$ cat src/rtl/pcra_pkg.sv
// Shared constants for the PCRA address unit: default width, LoadSel encodings and reset value.
package pcra_pkg;

  localparam int unsigned ADDR_W_DEFAULT = 16;
  localparam int unsigned BYTE_W         = 8;

  localparam logic [1:0] SEL_P0_LO = 2'b00;
  localparam logic [1:0] SEL_P0_HI = 2'b01;
  localparam logic [1:0] SEL_P1_LO = 2'b10;
  localparam logic [1:0] SEL_P1_HI = 2'b11;

  localparam logic [ADDR_W_DEFAULT-1:0] PCRA_RESET_VAL = '0;

endpackage

$ cat src/rtl/pcra_counter.sv
// One PCRA register: byte-wise load from the data path, or increment by one.
// A load on the same edge as an increment wins and the increment is dropped.
module pcra_counter
  import pcra_pkg::*;
#(
  parameter int unsigned Width = ADDR_W_DEFAULT
) (
  input  logic              clk_i,
  input  logic              rst_i,
  input  logic              inc_i,
  input  logic              load_en_i,
  input  logic              load_hi_i,
  input  logic [BYTE_W-1:0] load_byte_i,
  output logic [Width-1:0]  value_o
);

  logic [Width-1:0] value_d, value_q;

  always_comb begin
    value_d = value_q;
    if (load_en_i) begin
      if (load_hi_i) begin
        value_d[2*BYTE_W-1:BYTE_W] = load_byte_i;
      end else begin
        value_d[BYTE_W-1:0] = load_byte_i;
      end
    end else if (inc_i) begin
      value_d = value_q + Width'(1);
    end
  end

  always_ff @(posedge clk_i) begin
    if (rst_i) begin
      value_q <= Width'(PCRA_RESET_VAL);
    end else begin
      value_q <= value_d;
    end
  end

  assign value_o = value_q;

endmodule

$ cat src/rtl/pcra_address_unit.sv
// Program-counter/return-address pair: Flip-selected fetch address, bus release on
// BusRequest, byte loads from the data path and a sticky fault for strobes lost to the bus.
module pcra_address_unit
  import pcra_pkg::*;
#(
  parameter int unsigned ADDR_W = ADDR_W_DEFAULT
) (
  input  logic              ClockIn,
  input  logic              Reset,
  input  logic              Pipe0Out_0_IncPCRA0,
  input  logic              Pipe0Out_1_IncPCRA1,
  input  logic              Flags_5_PCRA_Flip,
  input  logic              BusRequest,
  input  logic              LoadEn,
  input  logic [1:0]        LoadSel,
  input  logic [BYTE_W-1:0] LoadByte,
  output logic [ADDR_W-1:0] Addr,
  output logic              AddrOE,
  output logic [ADDR_W-1:0] PCRA0,
  output logic [ADDR_W-1:0] PCRA1,
  output logic              IncFault
);

  logic inc0, inc1, load0, load1, load_hi;
  logic fault_d, fault_q;

  // Strobes are lost while an external master owns the bus; loads are not.
  assign inc0    = Pipe0Out_0_IncPCRA0 && !BusRequest;
  assign inc1    = Pipe0Out_1_IncPCRA1 && !BusRequest;
  assign load0   = LoadEn && ((LoadSel == SEL_P0_LO) || (LoadSel == SEL_P0_HI));
  assign load1   = LoadEn && ((LoadSel == SEL_P1_LO) || (LoadSel == SEL_P1_HI));
  assign load_hi = (LoadSel == SEL_P0_HI) || (LoadSel == SEL_P1_HI);

  pcra_counter #(.Width(ADDR_W)) u_pcra0 (
    .clk_i       (ClockIn),
    .rst_i       (Reset),
    .inc_i       (inc0),
    .load_en_i   (load0),
    .load_hi_i   (load_hi),
    .load_byte_i (LoadByte),
    .value_o     (PCRA0)
  );

  pcra_counter #(.Width(ADDR_W)) u_pcra1 (
    .clk_i       (ClockIn),
    .rst_i       (Reset),
    .inc_i       (inc1),
    .load_en_i   (load1),
    .load_hi_i   (load_hi),
    .load_byte_i (LoadByte),
    .value_o     (PCRA1)
  );

  always_comb begin
    fault_d = fault_q;
    if (BusRequest && (Pipe0Out_0_IncPCRA0 || Pipe0Out_1_IncPCRA1)) begin
      fault_d = 1'b1;
    end
  end

  always_ff @(posedge ClockIn) begin
    if (Reset) begin
      fault_q <= 1'b0;
    end else begin
      fault_q <= fault_d;
    end
  end

  assign IncFault = fault_q;
  assign Addr     = Flags_5_PCRA_Flip ? PCRA1 : PCRA0;
  assign AddrOE   = !Reset && !BusRequest;

endmodule

$ cat config.mk
export PLATFORM = sky130hd
export DESIGN_NAME = pcra_address_unit
export DESIGN_NICKNAME = d
export VERILOG_FILES = /design/src/rtl/pcra_pkg.sv /design/src/rtl/pcra_counter.sv /design/src/rtl/pcra_address_unit.sv
export SDC_FILE = /design/constraint.sdc
export NUM_CORES = 1
export LEC_CHECK = 0
export ABC_AREA = 1
export CAP_MARGIN = 30
export CORE_MARGIN = 1
export CORE_UTILIZATION = 30
export DETAILED_ROUTE_END_ITERATION = 16
export GPL_ROUTABILITY_DRIVEN = 0
export PLACE_DENSITY = 0.58
export SYNTH_ARGS = -nofsm -noshare
export SYNTH_HDL_FRONTEND = slang
export SYNTH_SLANG_ARGS = --single-unit
$ cat constraint.sdc
create_clock -name ClockIn -period 1.3 [get_ports ClockIn]
set_input_delay 0.39 -clock ClockIn [delete_from_list [all_inputs] [get_ports ClockIn]]
set_output_delay 0.39 -clock ClockIn [all_outputs]
set_load 0.01 [all_outputs]
Word-level counts from Yosys, hierarchy flattened
Cells that the tools add are included.
{"block": "totals", "input_bits": 17, "regBits": 33, "elab_cells": 40, "out_inout_bits": 50}
{"block": "op_classes", "n_eq_ne": 7, "mux": 7, "reduce_logical": 19, "add_sub_neg": 2}
{"operator": "two-way mux 16 bit", "n": 5}
{"operator": "adder 16 x 1 -> 16 bit (second input constant)", "n": 2}
{"operator": "two-way mux 8 bit", "n": 2}
{"operator": "AND reduction 2 bit", "n": 4}
{"operator": "logical AND 1 bit", "n": 6}
{"operator": "equality test 2 bit (second input constant)", "n": 2}
{"operator": "logical OR 1 bit", "n": 4}
{"operator": "!= test 2 x 1 -> 1 bit (second input constant)", "n": 2}
{"operator": "!= test 2 bit (second input constant)", "n": 2}
{"operator": "nonzero test 2 bit", "n": 2}
{"operator": "equality test 2 x 1 -> 1 bit (second input constant)", "n": 1}
{"operator": "zero test 1 bit", "n": 2}
{"operator": "zero test 2 bit", "n": 1}

Logic depth before layout (Yosys ltp)
{"block": "depth", "depth_word": 5, "mapped_depth": 9, "depth_no_buf": 9}

By module
A second synthesis with hierarchy kept.
{"block": "hier_totals", "hier_cells": 417, "area_unflattened_um2": 2580.0}
{"mod": "pcra_counter", "cells_each": 176, "instances": 2, "area_each_um2": 1129.8}
{"mod": "pcra_address_unit", "cells_each": 65, "instances": 1, "area_each_um2": 320.3}

Least setup slack after synthesis
OpenSTA, ideal clock, no wires.
{"block": "synth_path", "kind": "input port to output port", "start": "input Flags_5_PCRA_Flip", "end": "output Addr[1]", "t_required_ps": 910, "stages": 2, "path_slack_ps": -96, "path_buffers": 1, "arrival_time_ps": 1006, "cell_sequence": "clkbuf_1 -> mux2_2"}
{"block": "synth_between", "elab_chain_len": 1}
{"item": "start, declared", "line_no": "pcra_address_unit.sv:12", "source": "input logic Flags_5_PCRA_Flip,"}
{"item": "two-way mux 16 bit", "line_no": "pcra_address_unit.sv:70", "source": "assign Addr = Flags_5_PCRA_Flip ? PCRA1 : PCRA0;"}
{"item": "end, declared", "line_no": "pcra_address_unit.sv:17", "source": "output logic [ADDR_W-1:0] Addr,"}
Every way passes these cells.

Worst setup path after layout
{"block": "layout_path", "start": "input Flags_5_PCRA_Flip", "end": "output Addr[2]"}
Same word-level chain as after synthesis.

==> impl_metrics.tcl <==
set metrics [dict create \
    crit_top_cell "buf_12" \
    async_flop_share 0 \
    clk_latency_ns 0.30 \
    critPathBufInv 3 \
    drc 0 \
    antenna_found_initial 0 \
    fin_crit_sh 1.11 \
    clk_pin_slew_ns 0.08 \
    die_w_um 90.4 \
    synth_compound_area_frac 0.205 \
    synth_area_leader_cell "dfxtp_1" \
    nets 584 \
    dp_worst_setup_slack_ns -1.00 \
    cp.arrival_ns 1.06 \
    hold_viol 0 \
    worst_slack_ns -0.148 \
    worst_ep_required_time_ns 0.91 \
    num_vias 3326 \
    dp_hpwl_um 6700 \
    cts.sink_count 33 \
    io_pins 67 \
    synth_xor_area_frac 0.0187 \
    tightestPinTransition_ns 0.250 \
    syn_area_per_cell_um2 5.84 \
    slew_headroom 0.833 \
    synthFlopType "dfxtp_1" \
    hold_path.class "primary input to flop" \
    cp_max_fo 5 \
    ys_seq_elements 33 \
    drt_iter0_drc 154 \
    grt_max_degree 33 \
    fin_skew_ns 0.00786 \
    synth_enable_flop_cells 0 \
    wirelength_um 10100 \
    violations "negative setup slack" \
    layout_common_cells "68 x nand2_1, 61 x buf_4, 48 x buf_6, 34 x nor2_1, 32 x inv_1" \
    syn-num-nets 420 \
    synth_top_area_frac 0.282 \
    grt_pass1_vias 3057 \
    mappedNetlistArea_mm2 0.00234 \
    max-vdd-ir-drop_uv 409 \
    ctsHtreeMaxLevel 2 \
    die_h_um 90.4 \
    drive_gt1_frac 0.554 \
    crit_start "Flags_5_PCRA_Flip" \
    io_buffers 66 \
    clockRootBuffer "clkbuf_8" \
    reg2reg_from "u_pcra1.value_o[1]" \
    synth_warnings 0 \
    synth_fa_ha_area_frac 0.0107 \
    final_common_cell "nand2_1" \
    cap_violations 0 \
    cts_buffers 5 \
    ant_nets 0 \
    p_per_area_mw_per_mm2 755 \
    grt.overflow.total 0 \
    dr.pass1.iters 4 \
    p_leak_nw 2.13 \
    num_antenna_cells 0 \
    rows 31 \
    synth_cells 401 \
    max_stage_delay_ns 0.30 \
    fp.dieArea_mm2 0.00816 \
    drv_slew 0 \
    crit_type "primary input to output port" \
    path_cells "buf_12 > buf_12 > mux2_4 > buf_6" \
    max_freq_mhz 691 \
    grt_usage 0.232 \
    cp_slowest_cell "mux2_4" \
    n_fill_cell 674 \
    wl_per_cell_um 15.2 \
    synth_mux_area_frac 0.00962 \
    vias_per_cell 5.01 \
    end_kind "output port" \
    grt_pass1_wl_um 15100 \
    cts_buffer_depth 2 \
    finalSetupViolCount 20 \
    cp-start-kind "primary input" \
    rsz0062_at_grt "true" \
    yosys.area_share.simple 0.379 \
    areaGrowthSynthToFinish_pct 97.3 \
    hold_start "Reset" \
    ys_seq_area_frac 0.282 \
    crit_family "buffers and inverters" \
    synth_top_family_by_area "simple AND/OR/NAND/NOR gates" \
    status "finished, violations left" \
    min_period_ns 1.45 \
    post-route-util 0.624 \
    coreArea_mm2 0.00741 \
    cts_tree "yes" \
    initial_utilization 0.316 \
    synth_cell_types 26 \
    synth_area_leaders "dfxtp_1 28%, nand2_1 16%, o21ai_0 10%" \
]
## worst min-delay path, cell delays in order
cell and delay [ns]:
clkdlybuf4s15_1 0.19, buf_4 0.11, a21oi_1 0.03
## cells in the mapped netlist (3+ instances only)
cell type  number
nand2_1        97
nor2_1         58
o21ai_0        48
inv_1          35
dfxtp_1        33
a21oi_1        31
nand3_1        29
inv_2          13
nand2_2         9
o21ai_1         7
clkbuf_1        6
nor2_2          6
buf_2           4
nand4_1         4
a31oi_1         3
xor2_1          3
## metal layers
metal / track usage / routed length (µm) / share of wire / up-vias
met2: 0.405 / 5170 / 0.51 / 99
met3: 0.0295 / 486 / 0.048 / 22
met4: 0.0685 / 242 / 0.024 / 0
li1: - / - / - / 1624
met1: 0.298 / 4200 / 0.42 / 1581
met5: 0 / 0 / 0 / -
## report_power, final
group          internal [mW]  total (mW)  switching (mW)  leakage (nW)
clock network          0.421       0.850           0.428        0.0443
logic                  0.731        1.45           0.721          1.80
registers               1.11        1.19          0.0770         0.285
## final timing paths
kind                                            end  slack [ns]  depth (start not counted)
worst max-delay path                        Addr[2]       -0.15                          4
worst min-delay path                       IncFault        0.47                          3
worst max register to register  u_pcra1.value_o[12]       -0.04                         10
worst min register to register             IncFault        0.47                          2
## per-stage QoR
stage	hold slack, ns	total power [mW]	setup TNS, ns	cells	cell area, µm²
2_1_floorplan	0.459	1.63	-0.00472	401	2350
3_3_place_gp	0.435	2.33	-31.10	637	3720
3_5_place_dp	0.457	2.34	-32.12	637	3720
4_1_cts	0.472	3.30	-1.91	658	4110
5_1_grt	0.510	3.65	-2.73	664	4620
6_report	0.466	3.49	-1.75	664	4620
## kinds of logic (layout without fill, tap and decap cells)
kind of cell | after synthesis | in the layout
mux | 2 | 2
buf+inv | 58 | 221
simple gates | 208 | 209
flops | 33 | 33
compound gates | 93 | 93
fa+ha+maj | 2 | 2
xor+xnor | 5 | 5
## sequential cells by signal, summed over array words and instances, names as in the netlist
| name | count |
|---|---|
| u_pcra1.value_o | 16 |
| IncFault | 1 |
| u_pcra0.value_o | 16 |
## final cells by class
type / count / area, µm² / area share
sequential: 33 / 711 / 0.154
timing repair buffer: 166 / 1540 / 0.333
tap: 99 / 124 / 0.0268
clock buffer: 7 / 86.3 / 0.0187
inverter: 48 / 200 / 0.0433
multi-input combinational: 311 / 1960 / 0.425
## repair_timing
action / in CTS / in global routing
pin swaps: 12 / 29
setup buffers: 12 / 4
cloned: 2 / 2
gates resized for setup: 330 / 126
endpoints found under the setup margin: 82 / 64
hold buffers: 0 / 0
No activity file was read; power rests on OpenSTA's default activity.
